File: src/rtl/mem_arbiter_pkg.sv
// Shared widths, state encoding and defaults for the data-memory bus arbiter.
// Imported by the arbiter top and its round-robin selector.
package mem_arbiter_pkg;

  localparam int CPU_WIDTH           = 32;
  localparam int MEM_SIZE_WIDTH      = 2;
  localparam int ARB_TIMEOUT_DEFAULT = 15;
  // Wide enough for the largest legal TIMEOUT (255).
  localparam int ARB_CNT_W           = 8;

  localparam logic [1:0] ARB_ST_IDLE = 2'd0;
  localparam logic [1:0] ARB_ST_BUSY = 2'd1;
  localparam logic [1:0] ARB_ST_DONE = 2'd2;

  typedef enum logic [1:0] {
    ST_IDLE = ARB_ST_IDLE,
    ST_BUSY = ARB_ST_BUSY,
    ST_DONE = ARB_ST_DONE
  } arb_state_e;

endpackage

File: src/rtl/mem_arbiter_rr_pick.sv
// Combinational two-way round-robin selector: a lone request wins outright,
// a contested cycle goes to the master that was not granted last.
module mem_arbiter_rr_pick (
  input  logic [1:0] req,
  input  logic       last_gnt,
  output logic [1:0] pick
);

  always_comb begin
    pick = req;
    if (req == 2'b11) begin
      pick = last_gnt ? 2'b01 : 2'b10;
    end
  end

endmodule

File: src/rtl/mem_arbiter.sv
// Two-master, single-slave arbiter for the data-memory bus: round-robin grant,
// one latched request/grant/done transaction at a time, timeout watchdog.
module mem_arbiter
  import mem_arbiter_pkg::*;
#(
  parameter int AW      = CPU_WIDTH,
  parameter int DW      = CPU_WIDTH,
  parameter int SW      = MEM_SIZE_WIDTH,
  parameter int TIMEOUT = ARB_TIMEOUT_DEFAULT
) (
  input  logic          clk,
  input  logic          rst_n,
  input  logic          m0_req,
  input  logic          m0_we,
  input  logic [SW-1:0] m0_size,
  input  logic [AW-1:0] m0_addr,
  input  logic [DW-1:0] m0_wdata,
  output logic          m0_gnt,
  output logic          m0_done,
  output logic          m0_err,
  input  logic          m1_req,
  input  logic          m1_we,
  input  logic [SW-1:0] m1_size,
  input  logic [AW-1:0] m1_addr,
  input  logic [DW-1:0] m1_wdata,
  output logic          m1_gnt,
  output logic          m1_done,
  output logic          m1_err,
  output logic [DW-1:0] rdata,
  output logic          s_valid,
  output logic          s_we,
  output logic [SW-1:0] s_size,
  output logic [AW-1:0] s_addr,
  output logic [DW-1:0] s_wdata,
  input  logic          s_ready,
  input  logic [DW-1:0] s_rdata
);

  localparam logic [ARB_CNT_W-1:0] TIMEOUT_VAL = ARB_CNT_W'(TIMEOUT);

  arb_state_e           state_q, state_d;
  logic                 last_gnt_q, last_gnt_d;
  logic                 owner_q, owner_d;
  logic [ARB_CNT_W-1:0] cnt_q, cnt_d, cnt_inc;
  logic [1:0]           gnt_q, gnt_d;
  logic [1:0]           done_q, done_d;
  logic [1:0]           err_q, err_d;
  logic                 s_valid_q, s_valid_d;
  logic                 s_we_q, s_we_d;
  logic [SW-1:0]        s_size_q, s_size_d;
  logic [AW-1:0]        s_addr_q, s_addr_d;
  logic [DW-1:0]        s_wdata_q, s_wdata_d;
  logic [DW-1:0]        rdata_q, rdata_d;
  logic [1:0]           req;
  logic [1:0]           pick;

  assign req = {m1_req, m0_req};

  mem_arbiter_rr_pick u_rr_pick (
    .req      (req),
    .last_gnt (last_gnt_q),
    .pick     (pick)
  );

  assign cnt_inc = cnt_q + 1'b1;

  always_comb begin
    state_d    = state_q;
    last_gnt_d = last_gnt_q;
    owner_d    = owner_q;
    cnt_d      = cnt_q;
    gnt_d      = gnt_q;
    done_d     = 2'b00;
    err_d      = 2'b00;
    s_valid_d  = s_valid_q;
    s_we_d     = s_we_q;
    s_size_d   = s_size_q;
    s_addr_d   = s_addr_q;
    s_wdata_d  = s_wdata_q;
    rdata_d    = rdata_q;

    case (state_q)
      ST_IDLE: begin
        if (|pick) begin
          state_d    = ST_BUSY;
          owner_d    = pick[1];
          last_gnt_d = pick[1];
          gnt_d      = pick;
          cnt_d      = '0;
          s_valid_d  = 1'b1;
          if (pick[1]) begin
            s_we_d    = m1_we;
            s_size_d  = m1_size;
            s_addr_d  = m1_addr;
            s_wdata_d = m1_wdata;
          end else begin
            s_we_d    = m0_we;
            s_size_d  = m0_size;
            s_addr_d  = m0_addr;
            s_wdata_d = m0_wdata;
          end
        end
      end

      ST_BUSY: begin
        // A late s_ready on the watchdog's final cycle still counts as success.
        if (s_ready) begin
          if (!s_we_q) begin
            rdata_d = s_rdata;
          end
          s_valid_d       = 1'b0;
          gnt_d           = 2'b00;
          done_d[owner_q] = 1'b1;
          state_d         = ST_DONE;
        end else begin
          cnt_d = cnt_inc;
          if (cnt_inc == TIMEOUT_VAL) begin
            s_valid_d       = 1'b0;
            gnt_d           = 2'b00;
            done_d[owner_q] = 1'b1;
            err_d[owner_q]  = 1'b1;
            state_d         = ST_DONE;
          end
        end
      end

      ST_DONE: begin
        state_d = ST_IDLE;
      end

      default: begin
        state_d = ST_IDLE;
      end
    endcase
  end

  always_ff @(posedge clk or negedge rst_n) begin
    if (!rst_n) begin
      state_q    <= ST_IDLE;
      last_gnt_q <= 1'b1;
      owner_q    <= 1'b0;
      cnt_q      <= '0;
      gnt_q      <= 2'b00;
      done_q     <= 2'b00;
      err_q      <= 2'b00;
      s_valid_q  <= 1'b0;
      s_we_q     <= 1'b0;
      s_size_q   <= '0;
      s_addr_q   <= '0;
      s_wdata_q  <= '0;
      rdata_q    <= '0;
    end else begin
      state_q    <= state_d;
      last_gnt_q <= last_gnt_d;
      owner_q    <= owner_d;
      cnt_q      <= cnt_d;
      gnt_q      <= gnt_d;
      done_q     <= done_d;
      err_q      <= err_d;
      s_valid_q  <= s_valid_d;
      s_we_q     <= s_we_d;
      s_size_q   <= s_size_d;
      s_addr_q   <= s_addr_d;
      s_wdata_q  <= s_wdata_d;
      rdata_q    <= rdata_d;
    end
  end

  assign m0_gnt  = gnt_q[0];
  assign m1_gnt  = gnt_q[1];
  assign m0_done = done_q[0];
  assign m1_done = done_q[1];
  assign m0_err  = err_q[0];
  assign m1_err  = err_q[1];
  assign rdata   = rdata_q;
  assign s_valid = s_valid_q;
  assign s_we    = s_we_q;
  assign s_size  = s_size_q;
  assign s_addr  = s_addr_q;
  assign s_wdata = s_wdata_q;

endmodule

File: config.mk
export PLATFORM = sky130hd
export DESIGN_NAME = mem_arbiter
export DESIGN_NICKNAME = d
export VERILOG_FILES = /design/src/rtl/mem_arbiter_pkg.sv /design/src/rtl/mem_arbiter_rr_pick.sv /design/src/rtl/mem_arbiter.sv
export SDC_FILE = /design/constraint.sdc
export NUM_CORES = 1
export LEC_CHECK = 0
export CORE_UTILIZATION = 36
export CTS_CLUSTER_SIZE = 10
export DETAILED_ROUTE_END_ITERATION = 8
export GPL_TIMING_DRIVEN = 0
export PLACE_DENSITY = 0.88
export RECOVER_POWER = 25
export SLEW_MARGIN = 10
export SYNTH_ARGS = -nofsm -noshare
export SYNTH_HDL_FRONTEND = slang
export SYNTH_SLANG_ARGS = --single-unit
File: constraint.sdc
create_clock -name clk -period 1.8 [get_ports clk]
set_clock_uncertainty 0.2 [all_clocks]
set_input_delay 0.18 -clock clk [delete_from_list [all_inputs] [get_ports clk]]
set_output_delay 0.18 -clock clk [all_outputs]
set_load 0.02 [all_outputs]
## Word level (Yosys, flattened, before mapping)

Index checks and enable logic that the tools add are counted.

| cells by class | value |
|---|---|
| $add $sub $neg | 1 |
| multiply operators | 0 |
| divide/modulo/power cells | 0 |
| magnitude comparators | 2 |
| equality and inequality tests | 6 |
| shift operators | 0 |
| multiplexer cells | 28 |
| bitwise operators | 1 |
| reductions and logical operators | 9 |

Operators by type and width:

| kind | count |
|---|---|
| 32-bit two-way mux | 2 |
| 2-bit two-way mux | 14 |
| 8-bit two-way mux | 2 |
| 8-bit case mux with 2 select lines | 1 |
| 3-bit AND reduction | 3 |
| 8-bit by 1-bit adder with 8-bit output, second input constant | 1 |
| 8-bit by 4-bit equality test with 1-bit output, second input constant | 1 |
| 2-bit case mux with 2 select lines | 2 |
| 1-bit two-way mux | 5 |
| 2-bit inequality test, second input constant | 2 |
| 2-bit AND reduction | 2 |
| 3-bit inequality test, second input constant | 1 |
| 2-bit by 1-bit equality test with 1-bit output, second input constant | 1 |
| 2-bit equality test, second input constant | 1 |
| 2-bit zero test | 1 |
| 1-bit by 2-bit < comparator with 1-bit output, second input constant | 1 |
| 1-bit case mux with 2 select lines | 1 |
| 2-bit nonzero test | 1 |
| 2-bit OR reduction | 1 |
| 1-bit demux with 1-bit select | 1 |
| 1-bit greater-or-equal comparator, second input constant | 1 |
| 1-bit logical AND | 1 |
| 1-bit inverter | 1 |

| storage, ports and cells | value |
|---|---|
| flip-flop bits (word level) | 118 |
| latch bits | 0 |
| bits in writable memories | 0 |
| ROM bits | 0 |
| input port bits | 171 |
| output and inout port bits | 106 |
| word-level logic and storage cells | 60 |
| memories kept | 0 |

## Depth between registers and ports, before layout

| logic depth | value |
|---|---|
| depth after elaboration | 7 |
| mapped depth | 7 |
| gate-level depth less buffers | 5 |

## Modules after synthesis

From an unflattened synthesis, not the netlist that was laid out.

| unflattened totals | value |
|---|---|
| cell total of the unflattened synthesis | 465 |
| area, all modules | 5267.6 um2 |

Modules (own cells, without submodules):

| module | times used | cells an instance | area an instance (um2) | seq. area each (um2) |
|---|---|---|---|---|
| mem_arbiter | 1 | 462 | 5248.8 | 2954.1 |
| mem_arbiter_rr_pick | 1 | 3 | 18.8 | 0.0 |

## Least setup slack after synthesis

No wires, ideal clock.

| timing | value |
|---|---|
| path kind | flip-flop to flip-flop |
| from | register cnt_q[3] |
| to | register gnt_q[0] |
| library setup time | 0.124 ns |
| arrival | 1.467 ns |
| data required time | 1.476 ns |
| slack | 0.009 ns |
| stages on the path, launching flop included | 5 |
| path buffers | 0 |
| period minus slack after synthesis | 1.791 ns |
| cell sequence | dfrtp_1 -> and3_4 -> a211o_1 -> a211o_1 -> a211o_1 |

| on the way | value |
|---|---|
| longest elaborated chain between the ends | 4 |

RTL lines:

| what | line | source |
|---|---|---|
| start: declaration | mem_arbiter.sv:44 | `logic [ARB_CNT_W-1:0] cnt_q, cnt_d, cnt_inc;` |
| start signal: assignment | mem_arbiter.sv:156 | `cnt_q <= cnt_d;` |
| 8-bit by 1-bit adder with 8-bit output | mem_arbiter.sv:65 | `assign cnt_inc = cnt_q + 1'b1;` |
| 8-bit by 4-bit equality test with 1-bit output | mem_arbiter.sv:117 | `if (cnt_inc == TIMEOUT_VAL) begin` |
| 3-bit inequality test (no line) | -- |  |
| 3-bit AND reduction (no line) | -- |  |
| end signal: assignment | mem_arbiter.sv:157 | `gnt_q <= gnt_d;` |
| end: declaration | mem_arbiter.sv:45 | `logic [1:0] gnt_q, gnt_d;` |

No other way between the ends.
A chain may end at the register's enable or synchronous reset.

## Final worst setup path

| timing | value |
|---|---|
| from | register state_q[1] |
| to | register rdata_q[14] (netlist: rdata[14]) |

| on the way | value |
|---|---|
| longest elaborated chain between the ends | 2 |

RTL lines:

| what | line | source |
|---|---|---|
| start: declaration | mem_arbiter.sv:41 | `arb_state_e state_q, state_d;` |
| start signal: assignment | mem_arbiter.sv:153 | `state_q <= state_d;` |
| 2-bit by 1-bit equality test with 1-bit output | mem_arbiter.sv:82 | `case (state_q)` |
| 3-bit AND reduction (no line) | -- |  |
| end signal: assignment | mem_arbiter.sv:165 | `rdata_q <= rdata_d;` |
| end: declaration | mem_arbiter.sv:53 | `logic [DW-1:0] rdata_q, rdata_d;` |

No other way between the ends.

==> impl_results.md <==
- Mapped cell area: 5251 um^2
- Clock sinks: 118
- Worst path bufs/invs: 3
- Largest stage delay, worst path: 430 ps
- Std-Cell Rows: 43
- EDFF count, synth: 0
- First-pass GRT wire length: 24750 um
- Worst-Margin Slew: between 800 and 900 ps
- Placer Congestion: 0.7924
- Leakage power: 4.441 nW
- Setup_tns: -301.9 ps
- Worst skew pair latency: 410 ps
- GRT met2 Usage: 38.80%
- Tot GR Track Use: between 20 and 25%
- WL final: 17210 um
- Layout cell share with drive strength beyond 1: about 17%
- Synth async-reset ratio: 100.0%
- Vias in the first global route: 4842
- Flops & latches, synth: approximately 120
- FMAX: 546.6 MHz
- Hold WS: approximately 65 ps
- RSZ-0062 raised after global routing: true
- Clk slew on worst S/H paths: 50 ps
- Max VDD drop: about 0.73 mV
- DRT Pass-1 Iters: 4
- Crit path cell chain: nor2b_1, buf_4, and3b_1, buf_6, clkbuf_16, mux2_4
- Critical path type: flip-flop to flip-flop
- Max Cap Viol: 0
- Clk buf depth: 2
- Period minus WS final: between 1500 and 2000 ps
- First DRT Iteration DRCs: about 220
- Reg2reg start: state_q[1]
- Endpoints failing setup: 20
- Hold_sp: s_ready
- GRT Residual Overflow: 0
- CP max FO: 8
- Hold EP: done_q[0]
- Average cell area after synthesis: between 10 and 15 um^2
- Pwr/cell area: between 1500 and 2000 nW/um^2
- Core area: 14040 um^2
- Failing checks: setup timing
- Synth Instances: roughly 470
- CTS Root Buffer Type: clkbuf_16
- Slew Limit Fails: 0
- Commonest cells after routing, fill and taps aside: 235 x clkdlybuf4s50_1, 115 x dfrtp_1, 77 x nand2_1
- Synth-to-Final Area Change: 81.53%
- GR Util met1: 24.64%
- Port-buffer cells: around 280
- Final WS setup: -29.37 ps
- Vias: 4765
- CTS tree: built
- Hold/Removal Path Class: input port to flip-flop
- H-tree levels: 4
- Hpwl dp: between 10000 and 15000 um
- Initial antenna violation count: 1
- Library cells used by synthesis: 41
- Synthesized Nets: between 600 and 700
- Worst Path Arrival: ~1900 ps
- Largest net degree at the start of global routing: 61
- Die X: 122.8 um
- Drt wl/cell: roughly 18 um
- Die H: 122.8 um
- Num CTS Buffers: 17
- Max-Slew Margin vs Limit: between 40% and 50%
- DR DRC count: 0
- Ys Warns: 0
- FF-to-FF End: rdata[14]
- Post-DRT Antenna Nets: 0
- Status: finished, violations left
- Gr busiest metal: met2
- Diodes inserted: 0
- Final hold vios: 0
- Final period util: 101.6%
- Hold Crit Depth: 3
- Commonest non-fill, non-tap cell in the layout: clkdlybuf4s50_1
- Required time of the critical path: 1880 ps
- Vias per cell: 4.872
- Seq/Total Area, Yosys: 56.25%
- FF-to-FF path depth: 6
- Slowest stage cell, crit path: dfrtp_2
- Crit. End Element: flip-flop
- GR Layer Usage met3: 8.271%
- Initial core utilization: 37.40%
- Most common flop cell mapped by yosys: dfrtp_1
- Nets: 960
- # IOs: about 280
- Reg2reg setup slack: -30 ps
- Cell family with most CP delay: buffers and inverters
- Crit path launch type: flip-flop
- Die area: 15070 um^2
synth_stat cells (2+ instances only):
| cell | n | area share, % |
|---|---|---|
| nor2_1 | 2 | 0.14 |
| clkbuf_1 | 10 | 0.71 |
| and2_1 | 3 | 0.36 |
| buf_6 | 4 | 0.86 |
| ha_1 | 2 | 0.48 |
| a211o_1 | 3 | 0.50 |
| buf_2 | 13 | 1.2 |
| a22o_1 | 2 | 0.33 |
| nand3_1 | 5 | 0.48 |
| a21boi_0 | 3 | 0.43 |
| mux2i_1 | 67 | 13 |
| a21oi_1 | 8 | 0.76 |
| mux2_1 | 2 | 0.43 |
| nand4_1 | 4 | 0.48 |
| o21ai_0 | 81 | 7.7 |
| nand2_1 | 78 | 5.6 |
| inv_1 | 4 | 0.29 |
| xor2_1 | 2 | 0.33 |
| nand2b_1 | 2 | 0.24 |
| nand3b_1 | 2 | 0.29 |
| buf_4 | 2 | 0.29 |
| and3_1 | 2 | 0.24 |
| mux2_2 | 30 | 6.4 |
| dfrtp_1 | 117 | 56 |
sequential cells by signal (all words and copies together) (netlist names):
signal and cells:
err_q 2, owner_q 1, cnt_q 8, last_gnt_q 1, s_we 1, s_addr 32
s_wdata 32, s_size 2, done_q 2, state_q 2, s_valid 1, rdata 32
gnt_q 2
layout make-up:
type | instances | area, um^2
Buffer | 29 | 289.0
Clock buffer | 20 | 456.7
Clock inverter | 10 | 177.7
Fill cell | 1032 | 4509
Inverter | 4 | 15.01
Multi-Input combinational cell | 314 | 2331
Sequential cell | 118 | 2957
Tap cell | 180 | 225.2
Timing Repair Buffer | 303 | 3082
per-layer routing:
layer	up-vias	routed length [um]
met5	-	13
met4	2	340
met3	23	1456
met2	218	8741
met1	2243	6656
li1	2279	-
logic make-up after synthesis:
logic type / share of synthesized area, %
AND/OR/NAND/NOR: 9.316
adder cells (fa/ha/maj): 0.4765
flip-flops: 56.25
AO/OA/AOI/OAI: 10.44
multiplexers: 19.63
XOR/XNOR: 0.5004
buffers and inverters: 3.383
power breakdown:
part	switching [W]	internal, W
Clock	0.00115	0.00250
Combinational	0.00381	0.00386
Sequential	0.000725	0.00389
Total	0.00568	0.0103
worst reg2reg max path, cell delays in order, from the launching register on:
cell       delay, ps
dfrtp_2          430
nor2b_1          110
buf_4            110
and3b_1          180
buf_6            200
clkbuf_16        180
mux2_4           300
how the worst max path moves through the flow:
| stage | from | endpoint | slack, ps | cells past startpoint |
|---|---|---|---|---|
| 2_1_floorplan | cnt_q[3] | gnt_q[0] | 9 | 4 |
| 3_3_place_gp | rst_n | s_addr[21] | -4210 | 1 |
| 3_5_place_dp | m1_req | s_wdata[26] | -630 | 7 |
| 4_1_cts | state_q[1] | s_wdata[23] | -60 | 8 |
| 5_1_grt | cnt_q[0] | state_q[1] | -70 | 5 |
| 6_report | state_q[1] | rdata[14] | -30 | 6 |
what timing repair did:
item | in CTS | in global routing
pin swaps | 4 | 1
hold endpoints to repair | 59 | 0
cloned | 0 | 4
hold buffers | 1 | 0
buffers inserted | 15 | 7
gates resized for setup | 50 | 102
setup endpoints to repair | 125 | 121
metrics by stage:
stage | power [W] | util [%] | setup slack, ps | instances | area, um^2
2_1_floorplan | 0.007995 | - | 9.228 | 465 | 5251
3_3_place_gp | 0.01138 | 58.60 | -4207 | 920 | 8229
3_5_place_dp | 0.01158 | 58.81 | -631.8 | 921 | 8258
4_1_cts | 0.01550 | 65.01 | -58.50 | 967 | 9129
5_1_grt | 0.01679 | 67.89 | -69.46 | 978 | 9533
6_report | 0.01593 | 67.89 | -29.37 | 978 | 9533
Note: power is estimated with default switching activity, not from simulation.
